===== src/rtl/qtu_pkg.sv =====
// Shared types for the Q-table-update / find-my-best neighbor table.
// The age field exists only when QTU_AGING_EN is defined.
package qtu_pkg;

    localparam int QTU_WW    = 16;
    localparam int QTU_AGE_W = 4;

    typedef struct packed {
        logic [QTU_WW-1:0] id;
        logic [QTU_WW-1:0] hops;
        logic [QTU_WW-1:0] qval;
        logic [QTU_WW-1:0] energy;
        logic [QTU_WW-1:0] hopsCH;
        logic              valid;
`ifdef QTU_AGING_EN
        logic [QTU_AGE_W-1:0] age;
`endif
    } nbr_entry_t;

    typedef enum logic [2:0] {
        S_IDLE,
        S_SEARCH,
        S_WRITE,
        S_SCAN,
        S_DONE
    } qtu_state_e;

    localparam logic [QTU_WW-1:0] HOPS_INVALID = '1;

endpackage


===== src/rtl/qtu_best_cmp.sv =====
// Next-hop ordering: fewer hops to CH, then larger Q, then smaller ID.
// Purely combinational.
module qtu_best_cmp #(
    parameter int W = 16
) (
    input  logic [W-1:0] cand_hops,
    input  logic [W-1:0] cand_q,
    input  logic [W-1:0] cand_id,
    input  logic [W-1:0] best_hops,
    input  logic [W-1:0] best_q,
    input  logic [W-1:0] best_id,
    output logic         beats
);

    always_comb begin
        beats = 1'b0;
        if (cand_hops < best_hops)
            beats = 1'b1;
        else if (cand_hops == best_hops) begin
            if (cand_q > best_q)
                beats = 1'b1;
            else if (cand_q == best_q && cand_id < best_id)
                beats = 1'b1;
        end
    end

endmodule


===== src/rtl/qtu_neighbor_table.sv =====
// Neighbor table with insert/update by ID, heartbeat flush and best-next-hop scan.
// Define QTU_AGING_EN to age entries on heartbeat instead of flushing them.
module qtu_neighbor_table
    import qtu_pkg::*;
#(
    parameter int WORD_WIDTH = 16,
    parameter int NUM_NBR    = 32,
    parameter int AGE_MAX    = 3
) (
    input  logic                         clk,
    input  logic                         nrst,
    input  logic                         upd_valid,
    output logic                         upd_ready,
    input  logic [WORD_WIDTH-1:0]        fSourceID,
    input  logic [WORD_WIDTH-1:0]        fSourceHops,
    input  logic [WORD_WIDTH-1:0]        fQValue,
    input  logic [WORD_WIDTH-1:0]        fEnergyLeft,
    input  logic [WORD_WIDTH-1:0]        fHopsFromCH,
    input  logic [WORD_WIDTH-1:0]        fChosenCH,
    input  logic [WORD_WIDTH-1:0]        chosenCH,
    input  logic [WORD_WIDTH-1:0]        hopsFromCH,
    input  logic                         fmb_req,
    input  logic                         hb_reset,
    output logic [WORD_WIDTH-1:0]        nextHop,
    output logic [WORD_WIDTH-1:0]        nextHopCount,
    output logic                         nextHopValid,
    output logic [$clog2(NUM_NBR+1)-1:0] neighborCount,
    output logic                         tbl_drop,
    output logic                         done
);

    localparam int IW = $clog2(NUM_NBR);
    localparam int CW = $clog2(NUM_NBR+1);
    localparam logic [IW-1:0] LAST = IW'(NUM_NBR-1);

    nbr_entry_t tbl [NUM_NBR];
    nbr_entry_t cur;
    nbr_entry_t wr_e;
    qtu_state_e state, state_n;

    logic [IW-1:0]         idx;
    logic                  pending;
    logic [WORD_WIDTH-1:0] u_id, u_hops, u_q, u_en, u_hch;
    logic                  u_match;
    logic                  hit_found, free_found;
    logic [IW-1:0]         hit_idx, free_idx;
    logic [WORD_WIDTH-1:0] my_hops;
    logic                  best_found;
    logic [WORD_WIDTH-1:0] best_id, best_hops, best_q;
    logic                  cand, beats;
    logic                  unused_fields;

    assign cur  = tbl[idx];
    assign cand = cur.valid && (cur.hopsCH < my_hops);
    assign unused_fields = ^{cur.hops, cur.energy};

    qtu_best_cmp #(.W(WORD_WIDTH)) u_cmp (
        .cand_hops (cur.hopsCH),
        .cand_q    (cur.qval),
        .cand_id   (cur.id),
        .best_hops (best_hops),
        .best_q    (best_q),
        .best_id   (best_id),
        .beats     (beats)
    );

    always_comb begin
        wr_e        = '0;
        wr_e.id     = u_id;
        wr_e.hops   = u_hops;
        wr_e.qval   = u_q;
        wr_e.energy = u_en;
        wr_e.hopsCH = u_hch;
        wr_e.valid  = 1'b1;
    end

`ifdef QTU_AGING_EN
    logic [NUM_NBR-1:0] evict;
    logic [CW-1:0]      n_evict;
    logic               hop_evicted;

    // An entry dies on the heartbeat that would take its age to AGE_MAX.
    always_comb begin
        evict       = '0;
        n_evict     = '0;
        hop_evicted = 1'b0;
        for (int i = 0; i < NUM_NBR; i++) begin
            evict[i] = tbl[i].valid && (int'(tbl[i].age) + 1 >= AGE_MAX);
            if (evict[i]) begin
                n_evict = n_evict + CW'(1);
                if (nextHopValid && tbl[i].id == nextHop)
                    hop_evicted = 1'b1;
            end
        end
    end
`endif

    always_comb begin
        state_n = state;
        unique case (state)
            S_IDLE: begin
                if (upd_valid)
                    state_n = S_SEARCH;
                else if (pending || fmb_req)
                    state_n = S_SCAN;
            end
            S_SEARCH: if (idx == LAST) state_n = S_WRITE;
            S_WRITE:  state_n = S_IDLE;
            S_SCAN:   if (idx == LAST) state_n = S_DONE;
            S_DONE:   state_n = S_IDLE;
            default:  state_n = S_IDLE;
        endcase
        if (hb_reset)
            state_n = S_IDLE;
    end

    assign upd_ready = (state == S_IDLE) && !hb_reset;
    assign done = !hb_reset && (state == S_WRITE || state == S_DONE);
    assign tbl_drop = !hb_reset && (state == S_WRITE) && u_match
                      && !hit_found && !free_found;

    always_ff @(posedge clk) begin
        if (nrst) begin
            state         <= S_IDLE;
            idx           <= '0;
            pending       <= 1'b0;
            nextHop       <= '0;
            nextHopCount  <= '1;
            nextHopValid  <= 1'b0;
            neighborCount <= '0;
            u_id          <= '0;
            u_hops        <= '0;
            u_q           <= '0;
            u_en          <= '0;
            u_hch         <= '0;
            u_match       <= 1'b0;
            hit_found     <= 1'b0;
            free_found    <= 1'b0;
            hit_idx       <= '0;
            free_idx      <= '0;
            my_hops       <= '0;
            best_found    <= 1'b0;
            best_id       <= '0;
            best_hops     <= HOPS_INVALID;
            best_q        <= '0;
            for (int i = 0; i < NUM_NBR; i++)
                tbl[i] <= '0;
        end else if (hb_reset) begin
            state   <= S_IDLE;
            idx     <= '0;
            pending <= 1'b0;
`ifdef QTU_AGING_EN
            for (int i = 0; i < NUM_NBR; i++) begin
                if (evict[i])
                    tbl[i].valid <= 1'b0;
                else if (tbl[i].valid)
                    tbl[i].age <= tbl[i].age + 1'b1;
            end
            neighborCount <= neighborCount - n_evict;
            if (hop_evicted)
                nextHopValid <= 1'b0;
`else
            for (int i = 0; i < NUM_NBR; i++)
                tbl[i].valid <= 1'b0;
            neighborCount <= '0;
            nextHopValid  <= 1'b0;
`endif
        end else begin
            state <= state_n;
            if (state == S_IDLE && state_n == S_SCAN)
                pending <= 1'b0;
            else if (fmb_req)
                pending <= 1'b1;

            unique case (state)
                S_IDLE: begin
                    idx <= '0;
                    if (upd_valid) begin
                        u_id       <= fSourceID;
                        u_hops     <= fSourceHops;
                        u_q        <= fQValue;
                        u_en       <= fEnergyLeft;
                        u_hch      <= fHopsFromCH;
                        u_match    <= (fChosenCH == chosenCH);
                        hit_found  <= 1'b0;
                        free_found <= 1'b0;
                    end else if (pending || fmb_req) begin
                        my_hops    <= hopsFromCH;
                        best_found <= 1'b0;
                    end
                end
                S_SEARCH: begin
                    idx <= (idx == LAST) ? '0 : idx + 1'b1;
                    if (!hit_found && cur.valid && cur.id == u_id) begin
                        hit_found <= 1'b1;
                        hit_idx   <= idx;
                    end
                    if (!free_found && !cur.valid) begin
                        free_found <= 1'b1;
                        free_idx   <= idx;
                    end
                end
                S_WRITE: begin
                    if (u_match) begin
                        if (hit_found)
                            tbl[hit_idx] <= wr_e;
                        else if (free_found) begin
                            tbl[free_idx] <= wr_e;
                            neighborCount <= neighborCount + CW'(1);
                        end
                    end
                end
                S_SCAN: begin
                    idx <= (idx == LAST) ? '0 : idx + 1'b1;
                    if (cand && (!best_found || beats)) begin
                        best_found <= 1'b1;
                        best_id    <= cur.id;
                        best_hops  <= cur.hopsCH;
                        best_q     <= cur.qval;
                    end
                end
                S_DONE: begin
                    // A node one hop from its CH always forwards to the CH.
                    if (my_hops == WORD_WIDTH'(1)) begin
                        nextHop      <= chosenCH;
                        nextHopCount <= '0;
                        nextHopValid <= 1'b1;
                    end else if (best_found) begin
                        nextHop      <= best_id;
                        nextHopCount <= best_hops;
                        nextHopValid <= 1'b1;
                    end else
                        nextHopValid <= 1'b0;
                end
                default: ;
            endcase
        end
    end

endmodule


===== config.mk =====
export PLATFORM = sky130hd
export DESIGN_NAME = qtu_neighbor_table
export DESIGN_NICKNAME = d
export VERILOG_FILES = /design/src/rtl/qtu_pkg.sv /design/src/rtl/qtu_best_cmp.sv /design/src/rtl/qtu_neighbor_table.sv
export SDC_FILE = /design/constraint.sdc
export NUM_CORES = 2
export LEC_CHECK = 0
export BUFFER_PORTS_ARGS = -buffer_cell sky130_fd_sc_hd__buf_2
export CORE_MARGIN = 5
export CORE_UTILIZATION = 50
export CTS_CLUSTER_SIZE = 25
export DETAILED_ROUTE_END_ITERATION = 7
export GPL_TIMING_DRIVEN = 0
export PLACE_DENSITY = 0.76
export SLEW_MARGIN = 10
export SYNTH_ARGS = -nofsm -noshare
export SYNTH_HDL_FRONTEND = slang
export SYNTH_SLANG_ARGS = --single-unit

===== constraint.sdc =====
create_clock -name clk -period 9.4 [get_ports clk]
set_input_delay 1.88 -clock clk [delete_from_list [all_inputs] [get_ports clk]]
set_output_delay 1.88 -clock clk [all_outputs]
set_load 0.05 [all_outputs]

==> impl_results.md <==
- Status: finished, violations left
- Failing checks: capacitance limit
- Clock power share: 0.410
- First-pass GRT wire length: 376 mm
- Number of failing hold endpoints at the final stage: 0
- Initial antenna violation count: 24
- Max Clock Skew: 0.0357 ns
- Area after DPL: 0.0842 mm2
- Synth area leaders: edfxtp_1 58%, and2_1 12%, mux4_2 12%
- Fin crit share: 0.878
- H-tree Lvls: 4
- Vias/cell: 6.47
- Post_cts resized: 0
- Clk_lat worst skew: 0.84 ns
- Drt drc: 0
- Num CTS Buffers: 173
- Fin. max-slew vios: 0
- Register bit total from synthesis: 1747
- Data arrival, critical path: 8.96 ns
- Fraction of power spent switching nets: 0.225
- Num rows: between 100 and 150
- Initial DRC count: 9122
- Total Routing Usage GR: 0.319
- Number of flops mapped to enable cells by yosys: 1536
- Grt ovf: 0
- PortBufs: 140
- Initial core utilization: 0.504
- Pleak: 0.0309 uW
- Final TNS setup: 0 ns
- Core ar.: 0.159 mm2
- Comb pwr share: 0.058
- # clock sinks: 1747
- I/O pin total: approximately 180
- Clk root buf: clkbuf_16
- Max Clock Freq: 0.121 GHz
- Worst setup SP type: flip-flop
- Layout overhead on the synthesized area: 12.2%
- Initial DRT Pass Iterations: 7
- Ys flop type: edfxtp_1
- Setup bufs post-CTS: 0
- Max Cap Viol: 1
- Reg clk slew, reported paths: about 0.06 ns
- Synth Instances: 5374
- PD cells: 186 mW/mm2
- # hold bufs at CTS: 0
- Required time worst endpoint: 10.10 ns
- Share of cells above drive strength 1: 0.175
- CP Max Fanout: 10
- Final Setup Violations: 0
- DR WL/cell: about 34 um
- Flop pwr share: 0.532
- Netlist cell types: 78
- Detailed Route WL: 270 mm
- Via total after detailed routing: 51.5k
- Maximum number of pins on one net before global-route repair: 39
- CP Capture Type: flip-flop
- Most common cell after layout, fill and taps aside: edfxtp_1
- Syn Nets: roughly 5.6k
- Post-layout min period: around 8.3 ns
- Vias in the first global route: 50.5k
- Area of the die: 0.168 mm2
- Critical path type: flip-flop to flip-flop
- Mapped cell area: 0.0799 mm2
- Net Switching: 3760 uW
- Final nets: 5920
- TritonCTS clock tree: yes
- Int Pwr: roughly 13000 uW
- Most frequent cells in the layout: 1536 x edfxtp_1, 1508 x and2_1, 467 x clkbuf_1, 410 x mux4_2, 211 x dfxtp_1
- DP HPWL: 181 mm
- Post-synth top area share: 0.577
- GPL Wtd Cong: around 0.95
- Max_slew headroom: 0.00404
- Final instance area: 0.0897 mm2
- Register area share after synthesis: 0.630
- CTS Buffer Depth: 3
- Die height: 410 um
- Hold Startpoint: tbl[18][0]$_SDFFE_PP1P_
- RSZ-0062 raised after global routing: no
- HP Class: flip-flop to flip-flop
- Synth Warn #: 0
- Detail Route Antenna Nets: 0
- IR drop worst, VDD: 200 uV
- Worst-Margin Slew: 1.49 ns
- Area leader, netlist: edfxtp_1
- Die X: around 410 um
- Avg Cell Area, Syn: 14.9 um2
- Post-synth ARST share: 0
-- cell usage after synthesis, drive strengths merged, types with 3 or more instances --
cell type	count
clkbuf	417
or2b	4
a21o	48
or2	42
a221oi	9
o211ai	6
o21a	6
nand3	9
ha	65
a211o	16
o22ai	12
nor4	13
nor2	157
a31oi	5
nand2	158
xor2	14
o21ai	18
nand2b	24
edfxtp	1536
a21oi	84
nor3	47
a211oi	25
mux2i	109
dfxtp	211
nand3b	3
nor2b	32
and4	5
xnor2	27
and3	23
mux2	57
nand4	22
and2	1510
mux4	443
buf	88
inv	71
a22oi	24
-- critical path, stage by stage, from the launching register on --
cell	delay, ns
dfxtp_1	0.37
buf_2	0.30
buf_6	0.23
buf_6	0.24
clkbuf_1	0.93
clkbuf_1	1.00
clkbuf_1	0.79
mux4_2	0.41
mux4_2	0.49
mux2i_1	0.92
ha_1	0.30
and4_1	0.20
nand4_1	0.40
nor4_1	0.46
o31ai_1	0.20
o2111ai_1	0.13
a21oi_1	0.13
buf_4	0.22
buf_4	0.23
mux2i_1	0.14
-- worst paths after layout --
kind / end / slack, ns / cells past startpoint
max: best_hops[9]$_SDFFE_PP1P_ / 1.15 / 19
min: tbl[18][0]$_SDFFE_PP1P_ / 0.45 / 1
max reg2reg: best_hops[9]$_SDFFE_PP1P_ / 1.15 / 19
min reg2reg: tbl[18][0]$_SDFFE_PP1P_ / 0.45 / 1
-- per-layer routing --
layer,wire (um),part of all wire,up-vias,track usage
met5,36,0.00013,-,0
met4,19300,0.072,6,0.183
met3,43500,0.16,982,0.129
met2,118000,0.44,4574,0.476
met1,88700,0.33,25600,0.396
li1,-,-,20300,-
-- state kept, by name, indices dropped and copies added, names as in the netlist, 3 cells and up, named ones only --
name and flops:
best_hops 16, tbl 1568, nextHopCount 16, neighborCount 6, u_id 16, my_hops 16, idx 5, hit_idx 5
best_q 16, u_hch 16, nextHop 16, u_q 16, state 3, best_id 16, free_idx 5
-- final cells by class --
| cell class | count | area (um2) |
|---|---|---|
| tap | 2072 | 2590 |
| antenna | 21 | 52.6 |
| clock buffer | 250 | 4880 |
| timing repair buffer | 173 | 1560 |
| buffer | 506 | 2320 |
| fill | 12100 | 69000 |
| sequential | 1747 | 50300 |
| clock inverter | 72 | 589 |
| inverter | 73 | 274 |
| multi-input combinational | 3048 | 27100 |
-- power by group through the flow --
stage	clock network (uW)	registers (uW)	logic (uW)
final	6840	8870	963
after global routing	7160	8890	984
after CTS	6800	8870	935
after detailed placement	0	9030	931
after global placement	0	9020	867
after floorplan	0	8980	511
-- per-stage QoR --
| stage | util | instances | hold slack (ns) | worst slack [ns] | power [uW] |
|---|---|---|---|---|---|
| 2_1_floorplan | - | 5374 | 0.418 | 3.75 | 9490 |
| 3_3_place_gp | 0.524 | 7586 | 0.426 | 0.913 | 9880 |
| 3_5_place_dp | 0.530 | 7619 | 0.433 | 1.58 | 9960 |
| 4_1_cts | 0.565 | 7941 | 0.446 | 1.57 | 16600 |
| 5_1_grt | 0.565 | 7941 | 0.462 | 1.28 | 17000 |
| 6_report | 0.565 | 7962 | 0.449 | 1.15 | 16700 |
-- cells by family after synthesis --
kind of cell	after synthesis	synth area share
AND/OR/NAND/NOR	2064	0.152
AO/OA/AOI/OAI	269	0.0230
XOR/XNOR	41	0.00449
buffers and inverters	579	0.0324
multiplexers	609	0.148
flip-flops	1747	0.630
adder cells (fa/ha/maj)	65	0.0102
(Power assumes the default switching activity.)
